===== config.mk =====
export PLATFORM = sky130hd
export DESIGN_NAME = alu_mdu_control_flat
export DESIGN_NICKNAME = d
export VERILOG_FILES = /design/src/rtl/alu_mdu_control_if.sv /design/src/rtl/alu_mdu_control.sv /design/src/flat_wrapper.sv
export SDC_FILE = /design/constraint.sdc
export NUM_CORES = 1
export LEC_CHECK = 0
export BUFFER_PORTS_ARGS = -buffer_cell sky130_fd_sc_hd__buf_2
export CAP_MARGIN = 20
export CORE_MARGIN = 10
export CORE_UTILIZATION = 25
export CTS_CLUSTER_DIAMETER = 120
export DETAILED_ROUTE_END_ITERATION = 10
export SKIP_LAST_GASP = 1
export SLEW_MARGIN = 20
export SYNTH_ARGS = -nofsm -noshare
export SYNTH_HDL_FRONTEND = slang
export SYNTH_SLANG_ARGS = --single-unit

===== constraint.sdc =====
create_clock -name i_clock -period 4.03 [get_ports i_clock]
set_input_delay 0 -clock i_clock [delete_from_list [all_inputs] [get_ports i_clock]]
set_output_delay 0 -clock i_clock [all_outputs]
set_load 0.02 [all_outputs]

===== src/rtl/alu_mdu_control_if.sv =====
`timescale 1ns/1ps
`default_nettype none
// ============================================================================
// Module      : alu_mdu_control_if
// Description : Bundles the EX-stage connections of alu_mdu_control.
//               Inputs  : i_valid, i_function, i_alu_op, i_rs_data, i_rt_data
//               Outputs : o_alu_op, o_stall, o_mdu_sel, o_mdu_result,
//                         o_hi, o_lo, o_div_by_zero
//               The slave modport belongs to the control block and the
//               master modport to the pipeline that drives it.
// Revision    : 1.0 - initial release
// ============================================================================
interface alu_mdu_control_if #(
  parameter int NB_DATA     = 32,
  parameter int NB_FUNCTION = 6,
  parameter int NB_ALU_OP   = 3,
  parameter int NB_OP_ALU   = 4
);
  logic                   i_valid;
  logic [NB_FUNCTION-1:0] i_function;
  logic [NB_ALU_OP-1:0]   i_alu_op;
  logic [NB_DATA-1:0]     i_rs_data;
  logic [NB_DATA-1:0]     i_rt_data;
  logic [NB_OP_ALU-1:0]   o_alu_op;
  logic                   o_stall;
  logic                   o_mdu_sel;
  logic [NB_DATA-1:0]     o_mdu_result;
  logic [NB_DATA-1:0]     o_hi;
  logic [NB_DATA-1:0]     o_lo;
  logic                   o_div_by_zero;

  modport slave (
    input  i_valid, i_function, i_alu_op, i_rs_data, i_rt_data,
    output o_alu_op, o_stall, o_mdu_sel, o_mdu_result, o_hi, o_lo, o_div_by_zero
  );

  modport master (
    output i_valid, i_function, i_alu_op, i_rs_data, i_rt_data,
    input  o_alu_op, o_stall, o_mdu_sel, o_mdu_result, o_hi, o_lo, o_div_by_zero
  );
endinterface
`default_nettype wire


===== src/rtl/alu_mdu_control.sv =====
`timescale 1ns/1ps
`default_nettype none
// ============================================================================
// Module      : alu_mdu_control
// Description : EX-stage ALU operation decoder plus an iterative multiply /
//               divide unit with architectural HI/LO registers.
//               i_clock / i_reset : clock, synchronous active-high reset
//               bus (slave)       : instruction fields and operands in;
//                                   ALU op, stall, MFHI/MFLO result mux,
//                                   HI/LO and divide-by-zero flag out.
//               Mul/div latency: one start cycle plus NB_DATA iteration
//               cycles (all stalled), then one DONE cycle writing HI/LO.
// Revision    : 1.0 - initial release
// ============================================================================
module alu_mdu_control #(
  parameter int NB_DATA     = 32,
  parameter int NB_FUNCTION = 6,
  parameter int NB_ALU_OP   = 3,
  parameter int NB_OP_ALU   = 4
) (
  input  wire logic           i_clock,
  input  wire logic           i_reset,
  alu_mdu_control_if.slave    bus
);

  localparam int NB_CNT = $clog2(NB_DATA + 1);

  // ALUop encodings coming from the main decoder
  localparam logic [NB_ALU_OP-1:0] ALUOP_RTYPE = NB_ALU_OP'(0);
  localparam logic [NB_ALU_OP-1:0] ALUOP_ADD   = NB_ALU_OP'(1);
  localparam logic [NB_ALU_OP-1:0] ALUOP_AND   = NB_ALU_OP'(2);
  localparam logic [NB_ALU_OP-1:0] ALUOP_OR    = NB_ALU_OP'(3);
  localparam logic [NB_ALU_OP-1:0] ALUOP_XOR   = NB_ALU_OP'(4);
  localparam logic [NB_ALU_OP-1:0] ALUOP_LUI   = NB_ALU_OP'(5);
  localparam logic [NB_ALU_OP-1:0] ALUOP_SLT   = NB_ALU_OP'(6);

  // R-type function codes
  localparam logic [NB_FUNCTION-1:0] FN_SLL   = NB_FUNCTION'('h00);
  localparam logic [NB_FUNCTION-1:0] FN_SRL   = NB_FUNCTION'('h02);
  localparam logic [NB_FUNCTION-1:0] FN_SRA   = NB_FUNCTION'('h03);
  localparam logic [NB_FUNCTION-1:0] FN_SLLV  = NB_FUNCTION'('h04);
  localparam logic [NB_FUNCTION-1:0] FN_SRLV  = NB_FUNCTION'('h06);
  localparam logic [NB_FUNCTION-1:0] FN_SRAV  = NB_FUNCTION'('h07);
  localparam logic [NB_FUNCTION-1:0] FN_MFHI  = NB_FUNCTION'('h10);
  localparam logic [NB_FUNCTION-1:0] FN_MTHI  = NB_FUNCTION'('h11);
  localparam logic [NB_FUNCTION-1:0] FN_MFLO  = NB_FUNCTION'('h12);
  localparam logic [NB_FUNCTION-1:0] FN_MTLO  = NB_FUNCTION'('h13);
  localparam logic [NB_FUNCTION-1:0] FN_MULT  = NB_FUNCTION'('h18);
  localparam logic [NB_FUNCTION-1:0] FN_MULTU = NB_FUNCTION'('h19);
  localparam logic [NB_FUNCTION-1:0] FN_DIV   = NB_FUNCTION'('h1A);
  localparam logic [NB_FUNCTION-1:0] FN_DIVU  = NB_FUNCTION'('h1B);
  localparam logic [NB_FUNCTION-1:0] FN_ADDU  = NB_FUNCTION'('h21);
  localparam logic [NB_FUNCTION-1:0] FN_SUBU  = NB_FUNCTION'('h23);
  localparam logic [NB_FUNCTION-1:0] FN_AND   = NB_FUNCTION'('h24);
  localparam logic [NB_FUNCTION-1:0] FN_OR    = NB_FUNCTION'('h25);
  localparam logic [NB_FUNCTION-1:0] FN_XOR   = NB_FUNCTION'('h26);
  localparam logic [NB_FUNCTION-1:0] FN_NOR   = NB_FUNCTION'('h27);
  localparam logic [NB_FUNCTION-1:0] FN_SLT   = NB_FUNCTION'('h2A);

  // Final ALU operation codes; 0 is reserved for "no operation / unknown"
  localparam logic [NB_OP_ALU-1:0] OP_NONE = NB_OP_ALU'(0);
  localparam logic [NB_OP_ALU-1:0] OP_SLL  = NB_OP_ALU'(1);
  localparam logic [NB_OP_ALU-1:0] OP_SRL  = NB_OP_ALU'(2);
  localparam logic [NB_OP_ALU-1:0] OP_SRA  = NB_OP_ALU'(3);
  localparam logic [NB_OP_ALU-1:0] OP_SLLV = NB_OP_ALU'(4);
  localparam logic [NB_OP_ALU-1:0] OP_SRLV = NB_OP_ALU'(5);
  localparam logic [NB_OP_ALU-1:0] OP_SRAV = NB_OP_ALU'(6);
  localparam logic [NB_OP_ALU-1:0] OP_ADD  = NB_OP_ALU'(7);
  localparam logic [NB_OP_ALU-1:0] OP_SUB  = NB_OP_ALU'(8);
  localparam logic [NB_OP_ALU-1:0] OP_AND  = NB_OP_ALU'(9);
  localparam logic [NB_OP_ALU-1:0] OP_OR   = NB_OP_ALU'(10);
  localparam logic [NB_OP_ALU-1:0] OP_XOR  = NB_OP_ALU'(11);
  localparam logic [NB_OP_ALU-1:0] OP_NOR  = NB_OP_ALU'(12);
  localparam logic [NB_OP_ALU-1:0] OP_SLT  = NB_OP_ALU'(13);
  localparam logic [NB_OP_ALU-1:0] OP_LUI  = NB_OP_ALU'(14);

  localparam logic [1:0] ST_IDLE = 2'd0;
  localparam logic [1:0] ST_BUSY = 2'd1;
  localparam logic [1:0] ST_DONE = 2'd2;

  logic [1:0]           state_q,  state_d;
  logic [NB_CNT-1:0]    cnt_q,    cnt_d;
  logic                 is_div_q, is_div_d;
  logic                 neg_a_q,  neg_a_d;
  logic                 neg_b_q,  neg_b_d;
  logic                 dbz_q,    dbz_d;
  logic [NB_DATA-1:0]   b_q,      b_d;     // divisor / multiplicand magnitude
  logic [NB_DATA-1:0]   acc_q,    acc_d;   // remainder / product upper half
  logic [NB_DATA-1:0]   low_q,    low_d;   // quotient / product lower half
  logic [NB_DATA-1:0]   hi_q,     hi_d;
  logic [NB_DATA-1:0]   lo_q,     lo_d;

  logic [NB_OP_ALU-1:0] w_alu_op;
  logic                 w_rtype;
  logic                 w_is_mfhi, w_is_mflo, w_is_mthi, w_is_mtlo;
  logic                 w_is_muldiv, w_is_div, w_is_signed, w_start;
  logic [NB_DATA:0]     w_mul_sum;
  logic [NB_DATA:0]     w_div_shift;
  logic                 w_div_ge;
  logic [NB_DATA-1:0]   w_div_diff;
  logic [2*NB_DATA-1:0] w_prod, w_prod_fix;
  logic [NB_DATA-1:0]   w_res_hi, w_res_lo;

  // ---------------------------------------------------------------- decode
  always_comb begin
    w_alu_op = OP_NONE;
    case (bus.i_alu_op)
      ALUOP_RTYPE: begin
        case (bus.i_function)
          FN_SLL:  w_alu_op = OP_SLL;
          FN_SRL:  w_alu_op = OP_SRL;
          FN_SRA:  w_alu_op = OP_SRA;
          FN_SLLV: w_alu_op = OP_SLLV;
          FN_SRLV: w_alu_op = OP_SRLV;
          FN_SRAV: w_alu_op = OP_SRAV;
          FN_ADDU: w_alu_op = OP_ADD;
          FN_SUBU: w_alu_op = OP_SUB;
          FN_AND:  w_alu_op = OP_AND;
          FN_OR:   w_alu_op = OP_OR;
          FN_XOR:  w_alu_op = OP_XOR;
          FN_NOR:  w_alu_op = OP_NOR;
          FN_SLT:  w_alu_op = OP_SLT;
          default: w_alu_op = OP_NONE;
        endcase
      end
      ALUOP_ADD: w_alu_op = OP_ADD;
      ALUOP_AND: w_alu_op = OP_AND;
      ALUOP_OR:  w_alu_op = OP_OR;
      ALUOP_XOR: w_alu_op = OP_XOR;
      ALUOP_LUI: w_alu_op = OP_LUI;
      ALUOP_SLT: w_alu_op = OP_SLT;
      default:   w_alu_op = OP_NONE;
    endcase
  end

  assign w_rtype     = bus.i_valid && (bus.i_alu_op == ALUOP_RTYPE);
  assign w_is_mfhi   = w_rtype && (bus.i_function == FN_MFHI);
  assign w_is_mflo   = w_rtype && (bus.i_function == FN_MFLO);
  assign w_is_mthi   = w_rtype && (bus.i_function == FN_MTHI);
  assign w_is_mtlo   = w_rtype && (bus.i_function == FN_MTLO);
  assign w_is_div    = (bus.i_function == FN_DIV)  || (bus.i_function == FN_DIVU);
  assign w_is_signed = (bus.i_function == FN_MULT) || (bus.i_function == FN_DIV);
  assign w_is_muldiv = w_rtype && (w_is_div || (bus.i_function == FN_MULT) ||
                                   (bus.i_function == FN_MULTU));
  // Nothing may start while reset is held, so reset never leaves a stall up.
  assign w_start     = w_is_muldiv && !i_reset && (state_q == ST_IDLE);

  // --------------------------------------------------------- iteration step
  // Shift-add multiply: {acc,low} holds the partial product with the
  // multiplier consumed from low[0]; each step adds and shifts right.
  assign w_mul_sum   = {1'b0, acc_q} + (low_q[0] ? {1'b0, b_q} : {(NB_DATA+1){1'b0}});
  // Restoring divide: shift the next dividend bit into the remainder and
  // subtract when it fits. The difference always fits NB_DATA bits when kept.
  assign w_div_shift = {acc_q, low_q[NB_DATA-1]};
  assign w_div_ge    = (w_div_shift >= {1'b0, b_q});
  assign w_div_diff  = w_div_shift[NB_DATA-1:0] - b_q;

  // ------------------------------------------------------ sign correction
  assign w_prod     = {acc_q, low_q};
  assign w_prod_fix = (neg_a_q ^ neg_b_q) ? ({(2*NB_DATA){1'b0}} - w_prod) : w_prod;

  always_comb begin
    if (is_div_q) begin
      // A zero divisor leaves the dividend magnitude in acc, so the normal
      // remainder correction already yields the original dividend.
      w_res_hi = neg_a_q ? ({NB_DATA{1'b0}} - acc_q) : acc_q;
      if (dbz_q)
        w_res_lo = {NB_DATA{1'b1}};
      else
        w_res_lo = (neg_a_q ^ neg_b_q) ? ({NB_DATA{1'b0}} - low_q) : low_q;
    end else begin
      w_res_hi = w_prod_fix[2*NB_DATA-1:NB_DATA];
      w_res_lo = w_prod_fix[NB_DATA-1:0];
    end
  end

  // -------------------------------------------------------------- FSM next
  always_comb begin
    state_d  = state_q;
    cnt_d    = cnt_q;
    is_div_d = is_div_q;
    neg_a_d  = neg_a_q;
    neg_b_d  = neg_b_q;
    dbz_d    = dbz_q;
    b_d      = b_q;
    acc_d    = acc_q;
    low_d    = low_q;
    hi_d     = hi_q;
    lo_d     = lo_q;
    case (state_q)
      ST_IDLE: begin
        if (w_start) begin
          is_div_d = w_is_div;
          neg_a_d  = w_is_signed && bus.i_rs_data[NB_DATA-1];
          neg_b_d  = w_is_signed && bus.i_rt_data[NB_DATA-1];
          dbz_d    = (bus.i_rt_data == {NB_DATA{1'b0}});
          low_d    = (w_is_signed && bus.i_rs_data[NB_DATA-1]) ?
                     ({NB_DATA{1'b0}} - bus.i_rs_data) : bus.i_rs_data;
          b_d      = (w_is_signed && bus.i_rt_data[NB_DATA-1]) ?
                     ({NB_DATA{1'b0}} - bus.i_rt_data) : bus.i_rt_data;
          acc_d    = {NB_DATA{1'b0}};
          cnt_d    = NB_CNT'(NB_DATA);
          state_d  = ST_BUSY;
        end else if (w_is_mthi) begin
          hi_d = bus.i_rs_data;
        end else if (w_is_mtlo) begin
          lo_d = bus.i_rs_data;
        end
      end
      ST_BUSY: begin
        if (is_div_q) begin
          acc_d = w_div_ge ? w_div_diff : w_div_shift[NB_DATA-1:0];
          low_d = {low_q[NB_DATA-2:0], w_div_ge};
        end else begin
          acc_d = w_mul_sum[NB_DATA:1];
          low_d = {w_mul_sum[0], low_q[NB_DATA-1:1]};
        end
        cnt_d = cnt_q - NB_CNT'(1);
        if (cnt_q == NB_CNT'(1))
          state_d = ST_DONE;
      end
      ST_DONE: begin
        // The mul/div still sitting in EX is retired here, never restarted.
        hi_d    = w_res_hi;
        lo_d    = w_res_lo;
        state_d = ST_IDLE;
      end
      default: state_d = ST_IDLE;
    endcase
  end

  always_ff @(posedge i_clock) begin
    if (i_reset) begin
      state_q  <= ST_IDLE;
      cnt_q    <= '0;
      is_div_q <= 1'b0;
      neg_a_q  <= 1'b0;
      neg_b_q  <= 1'b0;
      dbz_q    <= 1'b0;
      b_q      <= '0;
      acc_q    <= '0;
      low_q    <= '0;
      hi_q     <= '0;
      lo_q     <= '0;
    end else begin
      state_q  <= state_d;
      cnt_q    <= cnt_d;
      is_div_q <= is_div_d;
      neg_a_q  <= neg_a_d;
      neg_b_q  <= neg_b_d;
      dbz_q    <= dbz_d;
      b_q      <= b_d;
      acc_q    <= acc_d;
      low_q    <= low_d;
      hi_q     <= hi_d;
      lo_q     <= lo_d;
    end
  end

  // --------------------------------------------------------------- outputs
  always_comb begin
    bus.o_mdu_sel    = 1'b0;
    bus.o_mdu_result = '0;
    if (w_is_mfhi || w_is_mflo) begin
      if (state_q == ST_IDLE) begin
        bus.o_mdu_sel    = 1'b1;
        bus.o_mdu_result = w_is_mfhi ? hi_q : lo_q;
      end else if (state_q == ST_DONE) begin
        // Forward the value being written this cycle.
        bus.o_mdu_sel    = 1'b1;
        bus.o_mdu_result = w_is_mfhi ? w_res_hi : w_res_lo;
      end
    end
  end

  // BUSY stalls unconditionally, which also holds any HI/LO access behind it.
  assign bus.o_stall       = w_start || (state_q == ST_BUSY);
  assign bus.o_alu_op      = w_alu_op;
  assign bus.o_hi          = hi_q;
  assign bus.o_lo          = lo_q;
  assign bus.o_div_by_zero = (state_q == ST_DONE) && is_div_q && dbz_q;

endmodule
`default_nettype wire


===== src/flat_wrapper.sv =====
// flat-port wrapper written by rule: the top's interface ports become plain ports
module alu_mdu_control_flat 
#(
  parameter int NB_DATA     = 32,
  parameter int NB_FUNCTION = 6,
  parameter int NB_ALU_OP   = 3,
  parameter int NB_OP_ALU   = 4
)
  (i_clock, i_reset, bus_i_valid, bus_i_function, bus_i_alu_op, bus_i_rs_data, bus_i_rt_data, bus_o_alu_op, bus_o_stall, bus_o_mdu_sel, bus_o_mdu_result, bus_o_hi, bus_o_lo, bus_o_div_by_zero);
  alu_mdu_control_if #(.NB_DATA(NB_DATA), .NB_FUNCTION(NB_FUNCTION), .NB_ALU_OP(NB_ALU_OP), .NB_OP_ALU(NB_OP_ALU)) bus_i ();
  input  wire logic i_clock;
  input  wire logic i_reset;
  input wire logic [$bits(bus_i.i_valid)-1:0] bus_i_valid;
  input wire logic [$bits(bus_i.i_function)-1:0] bus_i_function;
  input wire logic [$bits(bus_i.i_alu_op)-1:0] bus_i_alu_op;
  input wire logic [$bits(bus_i.i_rs_data)-1:0] bus_i_rs_data;
  input wire logic [$bits(bus_i.i_rt_data)-1:0] bus_i_rt_data;
  output wire logic [$bits(bus_i.o_alu_op)-1:0] bus_o_alu_op;
  output wire logic [$bits(bus_i.o_stall)-1:0] bus_o_stall;
  output wire logic [$bits(bus_i.o_mdu_sel)-1:0] bus_o_mdu_sel;
  output wire logic [$bits(bus_i.o_mdu_result)-1:0] bus_o_mdu_result;
  output wire logic [$bits(bus_i.o_hi)-1:0] bus_o_hi;
  output wire logic [$bits(bus_i.o_lo)-1:0] bus_o_lo;
  output wire logic [$bits(bus_i.o_div_by_zero)-1:0] bus_o_div_by_zero;
  assign bus_i.i_valid = bus_i_valid;
  assign bus_i.i_function = bus_i_function;
  assign bus_i.i_alu_op = bus_i_alu_op;
  assign bus_i.i_rs_data = bus_i_rs_data;
  assign bus_i.i_rt_data = bus_i_rt_data;
  assign bus_o_alu_op = bus_i.o_alu_op;
  assign bus_o_stall = bus_i.o_stall;
  assign bus_o_mdu_sel = bus_i.o_mdu_sel;
  assign bus_o_mdu_result = bus_i.o_mdu_result;
  assign bus_o_hi = bus_i.o_hi;
  assign bus_o_lo = bus_i.o_lo;
  assign bus_o_div_by_zero = bus_i.o_div_by_zero;
  alu_mdu_control #(.NB_DATA(NB_DATA), .NB_FUNCTION(NB_FUNCTION), .NB_ALU_OP(NB_ALU_OP), .NB_OP_ALU(NB_OP_ALU)) u_core (.i_clock(i_clock), .i_reset(i_reset), .bus(bus_i));
endmodule

* After elaboration in Yosys (flattened, before gate mapping)
Memories as Yosys holds them, arrays and structs flattened.
Index checks and enable logic that the tools add are counted.
** Operators by class
- $add $sub $neg :: 8
- Magnitude comparators :: 1
- Eq/ne operators :: 23
- Muxes and demuxes :: 37
- Bitwise gates (word level) :: 1
- Reduce and logical (&&, ||, !) cells :: 29
** Operators by type and width (count)
- $mux 32 :: 23
- $pmux 32 s2 :: 4
- $sub 1x32->32 const A :: 4
- $mux 64 :: 1
- $sub 1x64->64 const A :: 1
- $eq 6x5->1 const B :: 8
- $add 32x33->33 :: 1
- $ge 33x32->1 :: 1
- $logic_not 32->1 :: 1
- $sub 32x32->32 :: 1
- $pmux 4 s7 :: 1
- $logic_and 1x1->1 :: 12
- $pmux 6 s2 :: 1
- $eq 3x3->1 const B :: 3
- $ne 2x1->1 const B :: 4
- $eq 3x2->1 const B :: 2
- $eq 6x1->1 const B :: 1
- $logic_or 1x1->1 :: 6
- $mux 6 :: 1
- $reduce_and 2->1 :: 3
- $sub 6x1->6 const B :: 1
- $mux 2 :: 2
- $ne 2x2->1 const B :: 2
- $pmux 2 s2 :: 1
- other kinds (11) :: 14
** Word-level totals
- Register bits after elaboration :: 172
- Memory bits (read-only) :: 256
- Bits of input ports :: 76
- Word-level logic and storage cells :: 111
- Memories :: 1
** Memory list
- (no name shown) :: words 64, width 4, read ports 1, clocked after memory_dff 0, wr ports 0, RTL line alu_mdu_control.sv:109 : case (bus.i_function)

* Logic depth before layout (Yosys ltp)
Gate-level depths: netlist (run 1).
- Depth in word-level cells :: 9
- Mapped depth :: 14
- Mapped depth without buffers :: 13

* Worst setup path after synthesis (run 1)
Ideal clock, no wire load.
- Path type :: reg2out
- Start point :: register u_core.low_q[0]
- End point :: output port bus_o_mdu_result[6]
- Arrival time :: 3218 ps
- Data required time :: 4030 ps
- Path slack :: 812 ps
- Cell stages (with the launch flop) :: 13
- Cell sequence :: dfxtp_1 > inv_1 > clkbuf_1 > ha_1 > or2b_2 > or4_4 > nor3_2 > nand4_1 > buf_6 > o21ai_0 > xnor2_1 > nand2_1 > a221oi_1
** On the way
- Word-level cells in the longest chain between the ends :: 8
- Elaborated cells on any way between the ends :: 11
- Classes of those cells :: add/sub (2); mux (9)
** Ends and longest elaborated chain
- start, declared :: RTL line alu_mdu_control.sv:89 : logic [NB_DATA-1:0] low_q, low_d;
- start signal, assigned :: RTL line alu_mdu_control.sv:254 : low_q <= low_d;
- $sub 1x32->32 :: RTL line alu_mdu_control.sv:170 : w_res_lo = (neg_a_q ^ neg_b_q) ? ({NB_DATA{1'b0}} - low_q) : low_q;
- $mux 32 :: RTL line alu_mdu_control.sv:170
- $mux 32 :: RTL line alu_mdu_control.sv:167 : if (dbz_q)
- $mux 32 :: RTL line alu_mdu_control.sv:163 : if (is_div_q) begin
- $mux 32 (*) :: RTL line alu_mdu_control.sv:271 : bus.o_mdu_result = w_is_mfhi ? w_res_hi : w_res_lo;
- $mux 32 (*) :: RTL line alu_mdu_control.sv:268 : end else if (state_q == ST_DONE) begin
- $mux 32 (*) :: RTL line alu_mdu_control.sv:265 : if (state_q == ST_IDLE) begin
- $mux 32 (*) :: RTL line alu_mdu_control.sv:264 : if (w_is_mfhi || w_is_mflo) begin
- end, declared :: RTL line flat_wrapper.sv:21 : output wire logic [$bits(bus_i.o_mdu_result)-1:0] bus_o_mdu_result;
Every way passes the cells marked *; elsewhere a longest branch is shown, timed or not.

* Worst setup path after layout (run 1)
- Start point :: register u_core.low_q[25]
- End point :: output port bus_o_mdu_result[1]
** On the way
- Word-level cells in the longest chain between the ends :: 7
** Ends and longest elaborated chain
- $sub 1x64->64 :: RTL line alu_mdu_control.sv:160 : assign w_prod_fix = (neg_a_q ^ neg_b_q) ? ({(2*NB_DATA){1'b0}} - w_prod) : w_prod;
- $mux 64 :: RTL line alu_mdu_control.sv:160
- $mux 32 :: RTL line alu_mdu_control.sv:163
- $mux 32 :: RTL line alu_mdu_control.sv:271
- $mux 32 :: RTL line alu_mdu_control.sv:268
- $mux 32 :: RTL line alu_mdu_control.sv:265
- $mux 32 :: RTL line alu_mdu_control.sv:264
No other way between the ends.

==> results of run 1 <==
==> stage by stage <==
stage	setup slack (ns)	utilization, %
finish	0.1101	30.01
global route	0.0005111	30.00
CTS	0.09051	29.98
detailed placement	0.5549	28.08
global placement	0.5762	28.08
floorplan	0.8121	-
==> per-layer routing <==
metal | track usage, % | share of wire (%) | wire, um
met1 | 23.85 | 45 | 29760
met2 | 25.42 | 42 | 27960
met3 | 4.206 | 9.9 | 6530
met4 | 5.205 | 2.7 | 1815
met5 | 0 | 0 | 0
==> flip-flops by register name, indices dropped and copies added (netlist names) <==
name	cells
u_core.acc_q	32
u_core.dbz_q	1
u_core.low_q	32
u_core.neg_b_q	1
u_core.bus.o_hi	32
u_core.bus.o_lo	32
u_core.cnt_q	6
u_core.neg_a_q	1
u_core.is_div_q	1
u_core.b_q	32
u_core.state_q	2
==> logic make-up after synthesis <==
| logic type | count (synthesis) | synth area share (%) |
|---|---|---|
| AO/OA/AOI/OAI | 710 | 29.24 |
| XOR/XNOR | 171 | 9.480 |
| adder cells (fa/ha/maj) | 77 | 6.162 |
| buffers and inverters | 230 | 6.312 |
| flip-flops | 172 | 21.69 |
| multiplexers | 65 | 4.279 |
| AND/OR/NAND/NOR | 741 | 22.84 |
==> power by group <==
part           switching (mW)  internal [mW]  leakage [nW]
clock                   0.894          0.865         0.293
combinational           0.217          0.141          5.67
sequential            0.00316           1.70          1.39
total                    1.11           2.70          7.35
==> synth_stat cells, types with 19 or more instances <==
master,n
nor2_1,259
a21oi_1,188
dfxtp_1,172
nand2_1,167
o21ai_0,147
clkbuf_1,122
xnor2_1,102
a211oi_1,96
nor3_1,83
ha_1,75
inv_1,70
xor2_1,68
mux2i_1,60
or3_1,52
a21o_1,42
a31oi_1,32
nand3_1,32
nand2b_1,25
o31ai_1,25
nand4_1,19
==> how the worst max path moves through the flow <==
stage                          start                   end  slack [ns]  cells past startpoint
floorplan            u_core.low_q[0]   bus_o_mdu_result[6]        0.81                     12
detailed placement   u_core.low_q[0]      u_core.acc_q[22]        0.55                     13
global route         u_core.acc_q[6]  bus_o_mdu_result[25]      0.0005                      9
CTS                  u_core.acc_q[0]  bus_o_mdu_result[16]        0.09                     12
global placement     u_core.low_q[0]      u_core.acc_q[28]        0.58                     13
finish              u_core.low_q[25]   bus_o_mdu_result[1]        0.11                      9
==> final cells by class <==
class / count / area share (%)
Clock buffer: 19 / 2.397
Antenna cell: 1 / 0.01324
Multi-Input combinational cell: 1764 / 60.86
Timing Repair Buffer: 305 / 10.70
Inverter: 71 / 1.411
Tap cell: 846 / 5.602
Clock inverter: 13 / 0.7682
Sequential cell: 172 / 18.24
==> tightest hold or removal path: cells and delay by family <==
family / cells / cell delay, ns
simple gates: 1 / 0.12
compound gates: 2 / 0.15
buf+inv: 1 / 0.17
==> timing repair <==
action                                 CTS  global route
gates resized for setup                  0             3
hold buffers                            60             0
endpoints found under the hold margin   68             0
setup endpoints to repair                0             2
==> results.yml, run 1 <==
outcome:
  status: "completed"
global_routing:
  grt_pass1_wl_mm: 100.8
  gr-total-overflow: 0
  antenna_found_initial: 2
  grt_pass1_vias: 16127
  grt_max_degree: 147
  grt_use_total_pct: 17.10
yosys:
  synth_area_leaders: "dfxtp_1 (22%), nor2_1 (6.1%), a21oi_1 (5.9%)"
  synth-seq-cells: 172
  ys_seq_area_share_pct: 21.69
  syn_inst: 2166
  yosysTopAreaCell: "dfxtp_1"
  synth.distinct_cells: 92
  synth-main-ff-cell: "dfxtp_1"
  synth_top_area_share_pct: 21.69
  syn_avg_cell_area_sq_um: 7.330
  async_flop_share_pct: 0
  syn_area_sq_mm: 0.01588
  synth_warnings: 0
  syn_nets: 2319
  synth_edf_count: 0
setup_path:
  crit_chain: "or4_2, nor3_1, nand4_2, o21ai_0, a211oi_1, nor3_1, a211oi_1, nor3_1, buf_2"
  critPathTopFamily: "simple AND/OR/NAND/NOR gates"
  arrival_ns: 3.92
  cpPeakStageDelay_ns: 0.78
  rrSetupSlack_ns: 0.41
  start_kind: "flip-flop"
  critPathBufInv: 1
  r2r.worst_path.cells: 13
  cp_slowest_cell: "or4_2"
  cpMostUsedCell: "nor3_1"
  required_ns: 4.03
  crit_fanout: 9
  timing.rr.start: "u_core.low_q[0]"
  r2r-end: "u_core.acc_q[28]"
  path_class: "flip-flop to primary output"
  endpoint_kind: "primary output"
clocking:
  post_cts_buffers: 0
  clkTransAtPathRegs_ns: 0.08
  clock-sinks: 172
  cts_tree: "built"
  cts-root-buf: "clkbuf_16"
  cts_buffers: 17
  clk_path_buf_depth: 2
  h-tree-depth: 4
  clock_latency_ns: 0.47
sta:
  min_period_ns: 3.920
  clock_skew_ns: 0.01716
  rsz0062_at_grt: "false"
  finalHoldViolCount: 0
  whs_ns: 0.02236
  period_share_pct: 97.27
  max_freq_mhz: 255.1
  worstMarginPinSlew_ns: 1.089
  slew_viol_final: 0
  setup_tns_ns: 0
  max_slew_margin_pct: 27.37
  setup-violations-final: 0
final_layout:
  multi_input_area_sq_mm: 0.01150
  nets: 2484
  area_delta_synth_final_pct: 19.00
  fillCellCount: 6753
  regArea_sq_mm: 0.003447
  fin_cells: 3191
  final_cell_area_sq_mm: 0.01889
  drive_above_1_share_pct: 14.42
  final_cell_mix: "nor2_1 (256), a21oi_1 (188), buf_2 (177), dfxtp_1 (171), nand2_1 (166)"
  final_common_cell: "nor2_1"
power:
  p_leak_nw: 7.351
  power.density_mw_per_mm2: 202.1
  peakVddDrop_v: 0.0002104
  p_total_mw: 3.819
floorplanning:
  die_h_um: 272.0
  initial_core_util_pct: 25.22
  core_sq_mm: 0.06297
  num_rows: 92
  io_pins: 179
  die_area_sq_mm: 0.07399
  die_w_um: 272.0
placed_design:
  placed_cells: 3098
  dp.final_hpwl_mm: 49.79
  io_buffers: 178
  place_congestion: 0.9534
  placed_area_sq_mm: 0.01768
worst_hold_path:
  min_to: "u_core.bus.o_hi[12]"
  min_from: "bus_i_rs_data[12]"
  holdPathStages: 4
  hold_path_class: "primary input to flip-flop"
drt:
  wl_per_cell_um: 20.70
  routed_wirelength_mm: 66.06
  route.detailed.drc: 0
  ant_nets: 0
  first_pass_iters: 5
  via_per_inst: 5.479
  drtIter0Drc: 1973
  vias: 17482
run:
  maxCapViolations: 0
No activity file was read; power rests on OpenSTA's default activity.
==> run 2, diff against run 1 <==
Settings changed: PLACE_DENSITY set to 0.41, TNS_END_PERCENT set to 20.
==> run 2 against run 1 <==
Net effect:
- critical endpoint is now bus_o_mdu_result[16]
- routed wire length increased by 7.2%
- die area did not move
- power rose by 2.3%
- count of clock-buffer cells in the layout is 1 higher
- critical path depth rose by 3
- largest power group unchanged
- fmax decreased by 0.63%
- via count decreased by 1.8%
- sequential share of layout area decreased by 0.17 points
- combinational power grew 3%
==> results.yml, run 2 (synthesis results as in run 1) <==
outcome:
  status: "completed"
setup_path:
  crit_start: "u_core.acc_q[1]"
  endpoint_kind: "primary output"
  r2r-end: "u_core.acc_q[28]"
  critPathTopFamily: "simple AND/OR/NAND/NOR gates"
  path_class: "flip-flop to primary output"
  crit_fanout: 9
  critPathBufInv: 2
  cp_slowest_cell: "or4b_1"
  crit_chain: "inv_1, ha_1, or3b_1, nand4b_1, or4b_1, o31a_1, a21oi_1, xor2_1, nor2_2, a211oi_1, nor3_1, buf_2"
  r2r.worst_path.cells: 13
  timing.rr.start: "u_core.low_q[0]"
  cpPeakStageDelay_ns: 0.56
  arrival_ns: 3.94
  start_kind: "flip-flop"
  rrSetupSlack_ns: 0.43
  required_ns: 4.03
floorplanning:
  io_pins: 179
  die_w_um: 272.0
  die_area_sq_mm: 0.07399
  num_rows: 92
  die_h_um: 272.0
  initial_core_util_pct: 25.22
  core_sq_mm: 0.06297
sta:
  setup-violations-final: 0
  max_freq_mhz: 253.5
  whs_ns: 0.06501
  min_period_ns: 3.945
  clock_skew_ns: 0.01477
  worstMarginPinSlew_ns: 0.8380
  max_slew_margin_pct: 44.13
  setup_tns_ns: 0
  rsz0062_at_grt: "true"
  slew_viol_final: 0
  period_share_pct: 97.88
  finalHoldViolCount: 0
power:
  p_leak_nw: 7.429
  peakVddDrop_v: 0.0001915
  power.density_mw_per_mm2: 204.7
global_routing:
  antenna_found_initial: 0
  grt_pass1_vias: 16758
  grt_pass1_wl_mm: 107.3
  gr-total-overflow: 0
  grt_use_total_pct: 18.63
  grt_max_degree: 64
final_layout:
  final_cell_mix: "nor2_1 (254), a21oi_1 (188), buf_2 (177), dfxtp_1 (171), nand2_1 (166)"
  drive_above_1_share_pct: 14.36
  nets: 2501
  final_common_cell: "nor2_1"
  area_delta_synth_final_pct: 20.13
worst_hold_path:
  holdPathStages: 5
  min_to: "u_core.is_div_q"
  min_from: "bus_i_function[5]"
  hold_path_class: "primary input to flip-flop"
clocking:
  h-tree-depth: 4
  cts_tree: "built"
  cts-root-buf: "clkbuf_16"
  cts_buffers: 17
  clock_latency_ns: 0.50
  clock-sinks: 172
  clkTransAtPathRegs_ns: 0.08
  clk_path_buf_depth: 2
drt:
  via_per_inst: 5.351
  first_pass_iters: 5
  wl_per_cell_um: 22.07
  route.detailed.drc: 0
  routed_wirelength_mm: 70.81
  drtIter0Drc: 1301
  vias: 17165
  ant_nets: 0
placed_design:
  dp.final_hpwl_mm: 55.01
  io_buffers: 178
  place_congestion: 0.8967
run:
  maxCapViolations: 0
-- run 2: cell count changes in the layout (fill, tap and decap cells not counted), moves of 2 or more --
cell | before | now
clkinv_2 | 0 | 3
buf_4 | 66 | 68
clkinv_8 | 3 | 0
bufinv_16 | 0 | 3
nor2_1 | 256 | 254
inv_8 | 5 | 2
nor2_2 | 2 | 4
clkbuf_1 | 0 | 2
dlygate4sd3_1 | 60 | 74
-- run 2: what timing repair did --
item | CTS | global route
hold buffers | 74 | 0
buffers inserted | 1 | 0
setup endpoints to repair | 4 | 7
gates resized for setup | 2 | 1
pin swaps | 1 | 0
hold endpoints to repair | 94 | 0
-- run 2: layout make-up --
type / count / area, sq um
Inverter: 71 / 266.5
Antenna cell: 1 / 2.502
Clock inverter: 12 / 161.4
Multi-Input combinational cell: 1764 / 11490
Tap cell: 846 / 1059
Sequential cell: 172 / 3447
Timing Repair Buffer: 322 / 2197
Clock buffer: 20 / 446.7
Fill cell: 6854 / 43890
-- run 2: worst max-delay path by stage --
stage / cells after the start / slack [ns] / to
2_1_floorplan: 12 / 0.81 / bus_o_mdu_result[6]
3_3_place_gp: 9 / 0.38 / bus_o_mdu_result[13]
3_5_place_dp: 9 / 0.37 / bus_o_mdu_result[13]
4_1_cts: 9 / -0.007 / bus_o_mdu_result[13]
5_1_grt: 11 / -0.1 / bus_o_mdu_result[14]
6_report: 12 / 0.09 / bus_o_mdu_result[16]
-- run 2: metal layers --
| metal | GRT usage (%) | vias up | part of all wire [%] |
|---|---|---|---|
| met4 | 6.827 | 0 | 2.9 |
| met2 | 29.68 | 584 | 45 |
| met3 | 2.532 | 81 | 5.2 |
| li1 | - | 8298 | - |
| met5 | 0 | - | 0 |
| met1 | 25.23 | 8202 | 47 |
-- run 2: worst register-to-register path: stages (launching register included) --
cell and delay (ns):
dfxtp_1 0.34, inv_1 0.09, buf_4 0.31, nor2_1 0.11, ha_1 0.35, a21oi_1 0.16
o21ai_0 0.22, o2111a_1 0.35, nor3_1 0.30, o21ai_0 0.23, o41ai_1 0.36, mux2_2 0.38
a311oi_1 0.20, a22o_1 0.15
-- run 2: power by group --
part	internal, mW	switching, mW	leakage [nW]
Clock	1.00	0.836	0.299
Sequential	1.70	0.00327	1.39
Combinational	0.150	0.217	5.75
Total	2.85	1.06	7.43
-- run 2: metrics by stage --
step / area [sq um] / cells / worst slack [ns] / utilization [%] / total power, mW
floorplan: 15880 / 2166 / 0.8121 / - / 1.901
global placement: 17710 / 3100 / 0.3757 / 28.12 / 2.049
detailed placement: 17710 / 3100 / 0.3690 / 28.13 / 2.050
CTS: 19070 / 3207 / -0.006869 / 30.28 / 3.964
global route: 19070 / 3207 / -0.09524 / 30.29 / 4.041
finish: 19070 / 3208 / 0.08540 / 30.29 / 3.905
